File: src/rtl/afrc_pkg.sv
// Shared definitions for the AFRC texture-decode arbiter.
//   arb_state_t  : transaction FSM states
//   AFRC_ADDR_W  : default compressed-block address width
//   AFRC_DATA_W  : default decoded texel block width
package afrc_pkg;

    localparam int unsigned AFRC_ADDR_W = 64;
    localparam int unsigned AFRC_DATA_W = 512;

    typedef enum logic [1:0] {
        IDLE  = 2'd0,
        ISSUE = 2'd1,
        WAIT  = 2'd2,
        RESP  = 2'd3
    } arb_state_t;

endpackage

File: src/rtl/afrc_tex_arbiter_rr_arbiter.sv
// Combinational round-robin picker: grants the first asserted request at or
// after ptr, wrapping around.
//   req     : request vector
//   ptr     : highest-priority index this round
//   gnt     : one-hot grant (all-zero when no request)
//   gnt_idx : binary index of the granted request
module rr_arbiter
    import afrc_pkg::*;
#(
    parameter  int unsigned N  = 4,
    localparam int unsigned IW = (N > 1) ? $clog2(N) : 1
) (
    input  logic [N-1:0]  req,
    input  logic [IW-1:0] ptr,
    output logic [N-1:0]  gnt,
    output logic [IW-1:0] gnt_idx
);

    int unsigned idx;
    logic        found;

    always_comb begin
        gnt     = '0;
        gnt_idx = '0;
        found   = 1'b0;
        idx     = 0;
        for (int unsigned i = 0; i < N; i++) begin
            idx = 32'(ptr) + i;
            if (idx >= N) idx = idx - N;
            if (!found && req[IW'(idx)]) begin
                gnt[IW'(idx)] = 1'b1;
                gnt_idx       = IW'(idx);
                found         = 1'b1;
            end
        end
    end

endmodule

File: src/rtl/afrc_tex_arbiter.sv
// Shares a single-outstanding AFRC decode unit among NREQ texture requesters.
//   rq_valid/rq_addr/rq_ready : per-requester fetch request (one-hot accept)
//   rs_valid/rs_data/rs_err/rs_ready : response to owning requester
//   tu_req_*  : issue channel to the decode unit
//   tu_tex_*  : decoded block return channel from the decode unit
//   busy      : a transaction is in progress
//   timeout_err : sticky flag, set on any watchdog abort
module afrc_tex_arbiter
    import afrc_pkg::*;
#(
    parameter int unsigned NREQ    = 4,
    parameter int unsigned ADDR_W  = AFRC_ADDR_W,
    parameter int unsigned DATA_W  = AFRC_DATA_W,
    parameter int unsigned TIMEOUT = 1023
) (
    input  logic                   clk,
    input  logic                   rst_n,
    input  logic [NREQ-1:0]        rq_valid,
    input  logic [NREQ*ADDR_W-1:0] rq_addr,
    output logic [NREQ-1:0]        rq_ready,
    output logic [NREQ-1:0]        rs_valid,
    output logic [DATA_W-1:0]      rs_data,
    output logic                   rs_err,
    input  logic [NREQ-1:0]        rs_ready,
    output logic                   tu_req_valid,
    output logic [ADDR_W-1:0]      tu_req_addr,
    input  logic                   tu_req_ready,
    input  logic                   tu_tex_valid,
    input  logic [DATA_W-1:0]      tu_tex_data,
    output logic                   tu_tex_ready,
    output logic                   busy,
    output logic                   timeout_err
);

    localparam int unsigned IW = (NREQ > 1) ? $clog2(NREQ) : 1;
    localparam int unsigned WW = $clog2(TIMEOUT + 1);
    localparam logic [WW-1:0] WD_MAX = WW'(TIMEOUT);

    arb_state_t          state, state_nxt;
    logic [IW-1:0]       ptr, owner, gnt_idx;
    logic [NREQ-1:0]     gnt;
    logic [ADDR_W-1:0]   addr_q, addr_sel;
    logic [DATA_W-1:0]   data_q;
    logic                err_q, tout_q;
    logic [WW-1:0]       wd;
    logic                wd_expired;

    rr_arbiter #(.N(NREQ)) u_rr (
        .req     (rq_valid),
        .ptr     (ptr),
        .gnt     (gnt),
        .gnt_idx (gnt_idx)
    );

    always_comb begin
        addr_sel = '0;
        for (int unsigned i = 0; i < NREQ; i++) begin
            if (gnt_idx == IW'(i)) addr_sel = rq_addr[i*ADDR_W +: ADDR_W];
        end
    end

    assign wd_expired = (wd == WD_MAX);

    always_comb begin
        state_nxt    = state;
        rq_ready     = '0;
        rs_valid     = '0;
        tu_req_valid = 1'b0;
        tu_tex_ready = 1'b0;
        case (state)
            IDLE: begin
                if (|rq_valid) begin
                    rq_ready  = gnt;
                    state_nxt = ISSUE;
                end
            end
            ISSUE: begin
                // Issue is withdrawn on the expiry cycle so the decode unit
                // never accepts a request that is already being aborted.
                if (wd_expired) begin
                    state_nxt = RESP;
                end else begin
                    tu_req_valid = 1'b1;
                    if (tu_req_ready) state_nxt = WAIT;
                end
            end
            WAIT: begin
                tu_tex_ready = 1'b1;
                if (tu_tex_valid || wd_expired) state_nxt = RESP;
            end
            RESP: begin
                rs_valid[owner] = 1'b1;
                if (rs_ready[owner]) state_nxt = IDLE;
            end
            default: state_nxt = IDLE;
        endcase
    end

    always_ff @(posedge clk or negedge rst_n) begin
        if (!rst_n) begin
            state  <= IDLE;
            ptr    <= '0;
            owner  <= '0;
            addr_q <= '0;
            data_q <= '0;
            err_q  <= 1'b0;
            tout_q <= 1'b0;
            wd     <= '0;
        end else begin
            state <= state_nxt;
            case (state)
                IDLE: begin
                    if (|rq_valid) begin
                        owner  <= gnt_idx;
                        addr_q <= addr_sel;
                        wd     <= '0;
                    end
                end
                ISSUE, WAIT: begin
                    // A block arriving on the expiry cycle is still delivered.
                    if (state == WAIT && tu_tex_valid) begin
                        data_q <= tu_tex_data;
                        err_q  <= 1'b0;
                    end else if (wd_expired) begin
                        data_q <= '0;
                        err_q  <= 1'b1;
                        tout_q <= 1'b1;
                    end else begin
                        wd <= wd + WW'(1);
                    end
                end
                RESP: begin
                    if (rs_ready[owner])
                        ptr <= (owner == IW'(NREQ - 1)) ? '0 : owner + IW'(1);
                end
                default: ;
            endcase
        end
    end

    assign rs_data     = data_q;
    assign rs_err      = err_q;
    assign tu_req_addr = addr_q;
    assign busy        = (state != IDLE);
    assign timeout_err = tout_q;

endmodule
File: config.mk
export PLATFORM = sky130hd
export DESIGN_NAME = afrc_tex_arbiter
export DESIGN_NICKNAME = d
export VERILOG_FILES = /design/src/rtl/afrc_pkg.sv /design/src/rtl/afrc_tex_arbiter_rr_arbiter.sv /design/src/rtl/afrc_tex_arbiter.sv
export SDC_FILE = /design/constraint.sdc
export NUM_CORES = 1
export LEC_CHECK = 0
export CORE_AREA = 2 2 536 538
export DETAILED_ROUTE_END_ITERATION = 8
export DIE_AREA = 0 0 538 540
export GPL_TIMING_DRIVEN = 0
export SLEW_MARGIN = 25
export SYNTH_ARGS = -nofsm -noshare
export SYNTH_HDL_FRONTEND = slang
export SYNTH_SLANG_ARGS = --single-unit
export TNS_END_PERCENT = 1
File: constraint.sdc
create_clock -name clk -period 3.95 [get_ports clk]
set_input_delay 0.79 -clock clk [delete_from_list [all_inputs] [get_ports clk]]
set_output_delay 0.79 -clock clk [all_outputs]
set_load 0.02 [all_outputs]
==> results by group <==
Timing
  • Setup TNS: 0 ps
  • Fmax achieved: 263 MHz
  • RSZ-0062 raised after global routing: yes
  • Tightest slew margin relative to the limit: a little under a quarter
  • WHS: roughly 490 ps
  • Max-slew violation count: 0
  • Period utilization: a little over nine tenths
  • Final min period: 3810 ps
  • Setup-failing EPs final: 0
  • Layout Skew: between 50 and 60 ps
  • Final hold vios: 0
  • Slew @ Worst Pin: 1140 ps

Floorplanning
  • Top Ports: around 1400
  • Chip height: between 500 and 600 um
  • Initial core utilization: 8.15%
  • FP Rows: just under 200
  • Core Region: between 0.2 and 0.3 mm2
  • Die X: approximately 540 um
  • Die ar.: 0.291 mm2

Flow run
  • Maxcap violations: 0

Clock tree
  • CTS root buf: clkbuf_16
  • Sink Count: approximately 590
  • CTS tree: yes
  • # H-tree levels: 3
  • Worst-case clock buffer depth: 4
  • CTS clock-pin slew for the worst setup and hold paths: ~60 ps
  • Num CTS Buffers: slightly above 80
  • Skew-Pair Late Insertion Delay: between 700 and 800 ps

Synth
  • Commonest cells in the netlist: dfrtp_1 (594), a22o_1 (512), clkbuf_1 (120)
  • Yosys cell types: 48
  • Yosys Warn Count: 0
  • Top-area cell type share of the netlist area: 64.1%
  • Post-Syn Nets: around 2400
  • Seq/Total Area, Yosys: between 60 and 70%
  • Primary FF master, synth: dfrtp_1
  • Area leader, netlist: dfrtp_1
  • Share of flip-flops with an asynchronous set or reset: 100%
  • Post-synth EDFFs: 0
  • Syn Std Cell Area: approximately 0.023 mm2
  • Largest cells by area after synthesis: dfrtp_1 (64%), a22o_1 (19%), mux2i_1 (4.5%)
  • Avg Cell Area, Syn: ~14 um2
  • #FFs+latches synth: roughly 590
  • Count leader, synth: dfrtp_1
  • Synth Instances: between 1500 and 2000

Drt
  • Vias per cell: approximately 3.3
  • DR pass1 iterations: 5
  • DRT iter0 DRCs: 1529
  • Routed vias: roughly 23000
  • Drt total wl: around 220000 um
  • Residual DRC: 0
  • Detail Route Antenna Nets: 0
  • Wire per inst: between 30 and 40 um

Hold path
  • WHS Path Cells: 2
  • Worst min-delay path category: reg2reg

Worst setup path
  • CP max-delay cell: mux4_2
  • CP cell instances: inv_4, ha_4, mux4_2, buf_6, a22oi_2, nor2_2, a221oi_2, nor2_1, buf_4
  • Crit-path max FO: 5
  • Crit path kind: reg2out
  • CP delay by family, top: multiplexers
  • R2R cell count: 12
  • Levels on crit path: 9
  • Crit path required time: about 3200 ps
  • Crit path buffers/inverters: 3
  • CP peak stage delay: just under 600 ps
  • CP Capture Type: output port
  • CP Launch Type: flip-flop
  • CP arrival: around 3000 ps

Global route
  • Initial antenna violation count: 135
  • Vias in the first global route: approximately 23000
  • Grt ovf: 0
  • Largest net degree at the start of global routing: 84
  • Global-route wire length before repair: 269000 um
  • GRT Resource Usage Total: between 10 and 15%

Pwr
  • Peak VDD IR: between 0.0005 and 0.0006 V
  • Pwr dens: just over 900 mW/mm2
  • Total Power: roughly 40 mW
  • Leak Pwr: 18.5 nW

Finish
  • Layout Cells excl Fill: approximately 7000
  • Filler instances: ~31000
  • Share of cells above drive strength 1: 7.84%
  • Post-layout util: between 10% and 20%
  • Final net count: between 3000 and 4000
  • Synth-to-Final Area Change: 94.6%

Run status
  • Outcome: finished clean

Placed design
  • Port Buffers: 1367
  • Dpl cells: between 6000 and 7000
  • GP Congestion: roughly 1.0
  • Dpl hpwl: between 150000 and 200000 um
[per-layer routing]
metal	track usage, %	vias up	wire [um]
met4	6.12	92	11000
met2	23.9	1553	102000
li1	-	9395	-
met1	15.5	11600	80200
met3	7.40	411	27500
met5	0	-	863
[path summary, 6_finish.rpt]
| path | from | end | slack (ps) |
|---|---|---|---|
| max in group asynchronous | rst_n | tu_req_addr[15] | 1190 |
| worst max-delay path | ptr[1] | rq_ready[1] | 140 |
| worst min register to register | tu_req_addr[30] | tu_req_addr[30] | 490 |
| worst min-delay path | tu_req_addr[30] | tu_req_addr[30] | 490 |
| min in group asynchronous | rst_n | rs_data[184] | 500 |
| worst max register to register | ptr[0] | tu_req_addr[63] | 150 |
[worst min-delay path: cells and delay by family, from the launching register on]
family,cells,cell delay (ps)
AND/OR/NAND/NOR,1,50
flip-flops,1,340
AO/OA/AOI/OAI,1,60
[repair_timing]
action,4_1_cts,5_1_grt
endpoints found under the hold margin,50,0
pin swaps,0,3
hold buffers,1,0
endpoints found under the setup margin,133,89
setup buffers,7,3
gates resized for setup,54,12
[cell type report]
cell class / count / area [um2] / share of cell area [%]
Sequential cell: 594 / 14900 / 32.9
Timing Repair Buffer: 1392 / 14100 / 31.3
Multi-Input combinational cell: 878 / 7710 / 17.1
Tap cell: 3762 / 4710 / 10.4
Clock buffer: 106 / 2250 / 4.99
Buffer: 149 / 674 / 1.49
Clock inverter: 40 / 612 / 1.36
Antenna cell: 44 / 110 / 0.244
Inverter: 16 / 65.1 / 0.144
[logic make-up after synthesis]
| family | after synthesis | share of synthesized area [%] |
|---|---|---|
| compound gates | 600 | 22.4 |
| flops | 594 | 64.1 |
| buf+inv | 168 | 3.11 |
| mux | 139 | 7.06 |
| simple gates | 115 | 2.15 |
| fa+ha+maj | 17 | 0.917 |
| xor+xnor | 7 | 0.264 |
[layout by cell type, fill, tap and decap left out, drive strengths merged, types with 17 or more instances in the layout]
cell type | Yosys | layout
a22o | 512 | 512
buf | 27 | 53
clkbuf | 125 | 230
clkdlybuf4s50 | 0 | 1362
clkinv | 0 | 18
dfrtp | 594 | 594
diode | 0 | 44
ha | 17 | 17
inv | 16 | 22
mux2 | 17 | 17
mux2i | 104 | 104
mux4 | 18 | 18
nand2 | 67 | 67
nor2 | 23 | 23
o221ai | 53 | 53
[stage by stage]
step / setup WS [ps] / cell area [um2]
final: 141 / 45100
after global routing: -17.3 / 45100
after detailed placement: -1240 / 42000
after floorplan: 456 / 23200
after CTS: -108 / 45000
after global placement: -26010 / 41600
[sequential cells by signal (all words and copies together) (netlist names)]
| signal | flops |
|---|---|
| tu_req_addr | 64 |
| owner | 2 |
| ptr | 2 |
| rs_err | 1 |
| rs_data | 512 |
| state | 2 |
| wd | 10 |
| timeout_err | 1 |
[report_power, final]
group          switching (mW)  leakage (nW)  internal (mW)  total, mW
Sequential               2.03          7.49           8.83       10.9
Combinational            12.7          9.55           9.21       21.9
Clock                    3.14          1.41           4.95       8.09
Total                    17.9          18.5           23.0       40.9
Power figures use the tool's default switching activity.
